File: config.mk
export PLATFORM = sky130hd
export DESIGN_NAME = wb_rr_arbiter
export DESIGN_NICKNAME = d
export VERILOG_FILES = /design/src/rtl/wb_rr_arbiter.sv
export SDC_FILE = /design/constraint.sdc
export NUM_CORES = 1
export LEC_CHECK = 0
export CORE_AREA = 2 2 123 125
export CTS_BUF_LIST = sky130_fd_sc_hd__clkbuf_8
export CTS_CLUSTER_SIZE = 40
export DETAILED_ROUTE_END_ITERATION = 8
export DIE_AREA = 0 0 125 127
export PLACE_DENSITY = 0.66
export SETUP_SLACK_MARGIN = 0.02
export SYNTH_ARGS = -nofsm -noshare
export SYNTH_HDL_FRONTEND = slang
export SYNTH_SLANG_ARGS = --single-unit
File: constraint.sdc
create_clock -name wb_clk_i -period 3.4 [get_ports wb_clk_i]
set_input_delay 0.51 -clock wb_clk_i [delete_from_list [all_inputs] [get_ports wb_clk_i]]
set_output_delay 0.51 -clock wb_clk_i [all_outputs]
set_load 0.02 [all_outputs]
File: src/rtl/wb_rr_arbiter.sv
// rtl/wb_rr_arbiter.sv - two-master round-robin Wishbone arbiter with stall timeout
//
// Purpose: shares one Wishbone slave port between masters m0 and m1. A master
// holds the bus for as long as it keeps cyc high. Simultaneous requests are
// resolved against the last granted master. At least one idle cycle separates
// tenures. A stall counter forces an error after TIMEOUT unacknowledged strobes.
//
// Ports:
//   wb_clk_i, wb_rst_i            clock, synchronous active-high reset
//   mN_adr_i/dat_i/sel_i/we_i     master N request (N = 0, 1)
//   mN_cyc_i, mN_stb_i            master N bus request / transfer strobe
//   mN_dat_o, mN_ack_o, mN_err_o  master N response
//   s_adr_o/dat_o/sel_o/we_o      shared slave request
//   s_cyc_o, s_stb_o              shared slave cycle / strobe
//   s_dat_i, s_ack_i, s_err_i     slave response
//   grant_o                       one-hot owner, 2'b00 when idle
//   timeout_o                     one-cycle pulse on a forced timeout error
module wb_rr_arbiter #(
  parameter int DW      = 32,
  parameter int AW      = 32,
  parameter int TIMEOUT = 255
) (
  input  logic            wb_clk_i,
  input  logic            wb_rst_i,
  input  logic [AW-1:0]   m0_adr_i,
  input  logic [DW-1:0]   m0_dat_i,
  input  logic [DW/8-1:0] m0_sel_i,
  input  logic            m0_we_i,
  input  logic            m0_cyc_i,
  input  logic            m0_stb_i,
  output logic [DW-1:0]   m0_dat_o,
  output logic            m0_ack_o,
  output logic            m0_err_o,
  input  logic [AW-1:0]   m1_adr_i,
  input  logic [DW-1:0]   m1_dat_i,
  input  logic [DW/8-1:0] m1_sel_i,
  input  logic            m1_we_i,
  input  logic            m1_cyc_i,
  input  logic            m1_stb_i,
  output logic [DW-1:0]   m1_dat_o,
  output logic            m1_ack_o,
  output logic            m1_err_o,
  output logic [AW-1:0]   s_adr_o,
  output logic [DW-1:0]   s_dat_o,
  output logic [DW/8-1:0] s_sel_o,
  output logic            s_we_o,
  output logic            s_cyc_o,
  output logic            s_stb_o,
  input  logic [DW-1:0]   s_dat_i,
  input  logic            s_ack_i,
  input  logic            s_err_i,
  output logic [1:0]      grant_o,
  output logic            timeout_o
);

  localparam logic [7:0] TO_LIMIT = 8'(TIMEOUT);
  localparam logic       TO_EN    = (TIMEOUT != 0);

  typedef enum logic {IDLE = 1'b0, BUSY = 1'b1} state_t;

  state_t     state, state_nxt;
  logic       owner, owner_nxt;
  logic       last, last_nxt;
  logic [7:0] stall_cnt, stall_cnt_nxt;

  logic       busy;
  logic       own_cyc;
  logic       own_stb;
  logic       timeout_hit;
  logic       err_any;

  always_ff @(posedge wb_clk_i) begin
    if (wb_rst_i) begin
      state     <= IDLE;
      owner     <= 1'b0;
      last      <= 1'b1;  // so m0 wins the first contention
      stall_cnt <= 8'd0;
    end else begin
      state     <= state_nxt;
      owner     <= owner_nxt;
      last      <= last_nxt;
      stall_cnt <= stall_cnt_nxt;
    end
  end

  always_comb begin
    state_nxt     = state;
    owner_nxt     = owner;
    last_nxt      = last;
    stall_cnt_nxt = 8'd0;

    busy    = (state == BUSY);
    own_cyc = owner ? m1_cyc_i : m0_cyc_i;
    own_stb = owner ? m1_stb_i : m0_stb_i;

    // Only a live strobe can time out, so the forced error always reaches a
    // master that is actually waiting for a response.
    timeout_hit = busy && TO_EN && (stall_cnt == TO_LIMIT) && own_stb;
    err_any     = s_err_i || timeout_hit;

    s_adr_o   = '0;
    s_dat_o   = '0;
    s_sel_o   = '0;
    s_we_o    = 1'b0;
    s_cyc_o   = 1'b0;
    s_stb_o   = 1'b0;
    grant_o   = 2'b00;
    timeout_o = timeout_hit;

    if (busy) begin
      s_adr_o = owner ? m1_adr_i : m0_adr_i;
      s_dat_o = owner ? m1_dat_i : m0_dat_i;
      s_sel_o = owner ? m1_sel_i : m0_sel_i;
      s_we_o  = owner ? m1_we_i  : m0_we_i;
      s_cyc_o = own_cyc;
      // The strobe is withheld on the timeout cycle so the slave never sees a
      // transfer that has already been terminated with an error.
      s_stb_o = own_stb && !timeout_hit;
      grant_o = owner ? 2'b10 : 2'b01;
    end

    m0_dat_o = s_dat_i;
    m1_dat_o = s_dat_i;
    m0_ack_o = s_ack_i && busy && !owner && m0_stb_i;
    m1_ack_o = s_ack_i && busy &&  owner && m1_stb_i;
    m0_err_o = err_any && busy && !owner && m0_stb_i;
    m1_err_o = err_any && busy &&  owner && m1_stb_i;

    if (busy && s_stb_o && !s_ack_i && !s_err_i) begin
      stall_cnt_nxt = stall_cnt + 8'd1;
    end

    case (state)
      IDLE: begin
        if (m0_cyc_i && m1_cyc_i) begin
          state_nxt = BUSY;
          owner_nxt = !last;
        end else if (m0_cyc_i) begin
          state_nxt = BUSY;
          owner_nxt = 1'b0;
        end else if (m1_cyc_i) begin
          state_nxt = BUSY;
          owner_nxt = 1'b1;
        end
      end
      BUSY: begin
        // Dropping back to IDLE (rather than handing over directly) gives the
        // mandatory idle cycle between tenures.
        if (!own_cyc) begin
          state_nxt = IDLE;
          last_nxt  = owner;
        end
      end
      default: state_nxt = IDLE;
    endcase
  end

endmodule

======== Word level (Yosys, flattened, before mapping) ========
Index checks and enable logic that the tools add are counted.
storage, ports and cells
  bits in registers ....................... 11
  output and inout bits ................... 142
  word-level logic and storage cells ...... 58
  bits of input ports ..................... 178
cells by class
  $add $sub $neg .......................... 1
  bitwise gates (word level) .............. 3
  eq/ne operators ......................... 1
  mux-type cells .......................... 22
  reduce and logical (&&, ||, !) cells .... 27
operator list
  kind                   number
  $mux W32               4
  $logic_and A1 B1 Y1    17
  $mux W1                13
  $add A8 B1 Y8 const B  1
  $eq A8 B8 Y1 const B   1
  $mux W4                2
  $logic_not A1 Y1       5
  $mux W2                2
  $reduce_and A2 Y1      2
  $not A1 Y1             3
  $reduce_bool A3 Y1     1
  $pmux W1 S2            1
  $reduce_or A2 Y1       1
  $logic_or A1 B1 Y1     1

======== Logic depth before layout (Yosys ltp) ========
  word-level depth ........................ 11
  mapped depth ............................ 4
  depth with buffers taken out ............ 4

======== Worst setup path after synthesis ========
OpenSTA, ideal clock, no wires.
  path type ............................... register -> output
  start point ............................. register stall_cnt[0]
  end point ............................... output port timeout_o
  path buffers ............................ 0
  cell stages (with the launch flop) ...... 4
  setup slack ............................. 1396 ps
  arrival ................................. 1494 ps
  required time ........................... 2890 ps
  cells stage by stage .................... dfxtp_1 > ha_1 > nand3_2 > nor4b_1
on the way
  longest elaborated chain between the ends .. 3
RTL lines
  item                               line  source
  start: declaration                 64    logic [7:0] stall_cnt, stall_cnt_nxt;
  start signal: assignment           82    stall_cnt <= stall_cnt_nxt;
  $eq A8 B8 Y1                       98    timeout_hit = busy && TO_EN && (stall_cnt == TO_LIMIT) && own_stb;
  $logic_and A1 B1 Y1 (2 in series)  98
  end: declaration                   53    output logic timeout_o
No other way between the ends.

======== Final worst setup path ========
  start point ............................. register stall_cnt[0]
  end point ............................... output port m0_err_o
on the way
  longest elaborated chain between the ends .. 7
RTL lines
  item                               line  source
  $eq A8 B8 Y1                       98
  $logic_and A1 B1 Y1 (2 in series)  98
  $logic_or A1 B1 Y1                 99    err_any = s_err_i || timeout_hit;
  $logic_and A1 B1 Y1 (3 in series)  126   m0_err_o = err_any && busy && !owner && m0_stb_i;
  end: declaration                   33    output logic m0_err_o,
No other way between the ends.

==> load_flow_metrics.sql <==
INSERT INTO impl_metrics (metric_group, metric, value, unit) VALUES
('pwr', 'power.internal', '0.543', 'mW'),
('cells_and_area', 'multi_input_area', '1450', 'µm²'),
('worst_hold_path', 'min-delay-path-class', 'flip-flop to flip-flop', ''),
('place', 'globalplace.congestion', '0.759', ''),
('route', 'post_drt_via_cell_ratio', '3.91', ''),
('logic_synthesis', 'synthTopCellsByArea', 'sky130_fd_sc_hd__mux2i_1, sky130_fd_sc_hd__buf_4, sky130_fd_sc_hd__nor2b_1, sky130_fd_sc_hd__dfxtp_1, sky130_fd_sc_hd__clkbuf_1', ''),
('cells_and_area', 'fin_util', '29.4', '%'),
('logic_synthesis', 'synth.largest_area_cell', 'sky130_fd_sc_hd__mux2i_1', ''),
('grt', 'largest_net_degree_at_the_start_of_global_routing', '44', ''),
('timing', 'timing.clock.skew', '0.00434', 'ns'),
('grt', 'grt_pass1_vias', '2483', ''),
('outcome', 'outcome', 'finished clean', ''),
('worst_setup_path', 'path_cells', 'ha_1 -> nand3_2 -> o31ai_4 -> and3_1 -> clkdlybuf4s50_1', ''),
('cts', 'clkLatencyLatePin', '0.23', 'ns'),
('logic_synthesis', 'synthesized_flop_and_latch_total', '11', ''),
('worst_setup_path', 'critPathRequiredTime', '2.89', 'ns'),
('cells_and_area', 'layout.cells.most_common', 'sky130_fd_sc_hd__clkdlybuf4s50_1', ''),
('logic_synthesis', 'synth.cell_area', '2250', 'µm²'),
('cts', 'number_of_levels_in_the_clock_h_tree', '1', ''),
('cells_and_area', 'fin_nets', '611', ''),
('die', 'io_pins', '320', ''),
('worst_hold_path', 'holdCritStartpoint', 'stall_cnt[0]', ''),
('worst_setup_path', 'timing.critical_path.from', 'stall_cnt[0]', ''),
('route', 'dr.pass1.iters', '4', ''),
('die', 'die_x', '125', 'µm'),
('worst_setup_path', 'criticalPathCategory', 'flip-flop to output pin', ''),
('worst_setup_path', 'critPathSlowestCell', 'sky130_fd_sc_hd__clkdlybuf4s50_1', ''),
('cts', 'post_cts_resized', '0', ''),
('grt', 'antenna_found_initial', '1', ''),
('pwr', 'sw_frac_of_total', '33.0', '%'),
('pwr', 'seq_power_share', '17.8', '%'),
('timing', 'max_slew_margin', '70.7', '%'),
('cells_and_area', 'n_antenna_cell', '0', ''),
('timing', 'period_share', '82.5', '%'),
('pwr', 'power.density_cell_area', '191', 'nW/µm²'),
('timing', 'fmax', '356', 'MHz'),
('worst_setup_path', 'crit_arrival', '2.30', 'ns'),
('die', 'floorplan.initialDensity', '15.6', '%'),
('route', 'vias', '2407', ''),
('die', 'floorplan_die_height', '127', 'µm'),
('timing', 'final-hold-violation-count', '0', ''),
('route', 'detail_route.drc_violations', '0', ''),
('place', 'hpwl', '6990', 'µm'),
('cts', 'number_of_cts_inserted_buffers', '3', ''),
('pwr', 'share_clk_of_total_power', '15.4', '%'),
('timing', 'setup_tns', '0', 'ns'),
('timing', 'rsz_0062_raised_after_global_routing', 'false', ''),
('logic_synthesis', 'yosysWarnings', '0', ''),
('route', 'antenna_left', '0', ''),
('pwr', 'pwr-share-comb', '66.8', '%'),
('cts', 'clk_pin_slew_worst_paths', '0.05', 'ns'),
('die', 'design.die.area', '15900', 'µm²'),
('worst_setup_path', 'reg2reg_from', 'owner', ''),
('cells_and_area', 'register_area', '225', 'µm²'),
('logic_synthesis', 'ys_types', '31', ''),
('worst_setup_path', 'worstSetupStartpointType', 'flip-flop', ''),
('place', 'numPortBuffers', '223', ''),
('die', 'core.rowCount', '44', ''),
('timing', 'timing_worst_slew_pin_value', '0.440', 'ns'),
('cells_and_area', 'filler_cell_count', '1531', ''),
('logic_synthesis', 'synth_fp_nets', '459', ''),
('cts', 'cts_hold_buffers', '0', ''),
('logic_synthesis', 'synthCells', '280', ''),
('logic_synthesis', 'synth-seq-area-share', '9.77', '%'),
('timing', 'final_critical_path_setup_slack', '0.595', 'ns'),
('route', 'dr.first_iter.drc_count', '45', ''),
('timing', 'timing_max_transition_violations_final', '0', ''),
('pwr', 'cellLeakagePower', '1.44', 'nW'),
('logic_synthesis', 'syn-mean-instance-area', '8.05', 'µm²'),
('worst_setup_path', 'setup.worst_path.end_class', 'output pin', ''),
('worst_setup_path', 'slowest_delay', '0.60', 'ns');
==> worst max-delay path, delay by kind of cell, from the launching register on <==
kind | cells | cell delay, ns
compound gates | 1 | 0.47
fa+ha+maj | 1 | 0.22
buf+inv | 1 | 0.60
flops | 1 | 0.37
simple gates | 2 | 0.40
==> layout make-up <==
type	instances	area share, %
Clock buffer	3	0.973
Clock inverter	1	0.0885
Multi-Input combinational cell	184	34.1
Sequential cell	11	5.31
Timing Repair Buffer	227	53.6
Tap cell	184	5.43
Inverter	5	0.442
==> per-layer routing <==
metal | track usage (%) | routed length (µm) | vias up
met5 | 0 | 13 | -
met4 | 1.50 | 101 | 2
met3 | 3.22 | 939 | 24
met2 | 18.0 | 4220 | 158
met1 | 9.58 | 2910 | 1045
li1 | - | - | 1178
==> power by group through the flow <==
stage / clock, mW / combinational (mW) / sequential, mW
floorplan: 0 / 0.352 / 0.138
global placement: 0 / 0.538 / 0.146
detailed placement: 0 / 0.546 / 0.147
CTS: 0.127 / 0.548 / 0.145
global route: 0.136 / 0.574 / 0.145
finish: 0.125 / 0.542 / 0.144
==> cells by family (layout without fill, tap and decap cells) <==
logic type / Yosys count / count (layout) / share of synthesized area (%)
compound gates: 15 / 15 / 5.05
xor+xnor: 3 / 3 / 1.17
fa+ha+maj: 1 / 1 / 0.555
buf+inv: 85 / 236 / 26.0
flops: 11 / 11 / 9.77
mux: 71 / 71 / 31.6
simple gates: 94 / 94 / 25.9
==> stage by stage <==
stage                     hold WS, ns  std cells  cell area (µm²)
after floorplan                 0.455        280             2250
after detailed placement        0.491        611             4200
after CTS                       0.495        615             4240
after global routing            0.524        615             4240
after global placement          0.466        611             4200
final                           0.491        615             4240
==> path summary, 6_finish.rpt <==
check / endpoint / slack [ns] / cells after the start
worst max register to register: stall_cnt[3] / 1.88 / 3
worst min register to register: stall_cnt[0] / 0.49 / 1
worst max-delay path: m0_err_o / 0.59 / 5
worst min-delay path: stall_cnt[0] / 0.49 / 1
==> state kept, by name, summed over array words and instances (netlist names) <==
| name | cells |
|---|---|
| last | 1 |
| busy | 1 |
| stall_cnt | 8 |
| owner | 1 |
==> synthesized netlist by cell type, drive strengths merged <==
| library cell | count |
|---|---|
| buf | 73 |
| nor2b | 71 |
| mux2i | 70 |
| dfxtp | 11 |
| clkbuf | 7 |
| inv | 5 |
| nor3 | 5 |
| and3 | 4 |
| nand3 | 4 |
| o21ai | 4 |
| a211oi | 3 |
| a21oi | 3 |
| or3 | 3 |
| nand2 | 2 |
| xnor2 | 2 |
| a211o | 1 |
| a221oi | 1 |
| and2 | 1 |
| ha | 1 |
| mux2 | 1 |
| nand2b | 1 |
| nand4 | 1 |
| nor2 | 1 |
| nor4b | 1 |
| o21bai | 1 |
| o311a | 1 |
| o31ai | 1 |
| xor2 | 1 |
No activity file was read; power rests on OpenSTA's default activity.
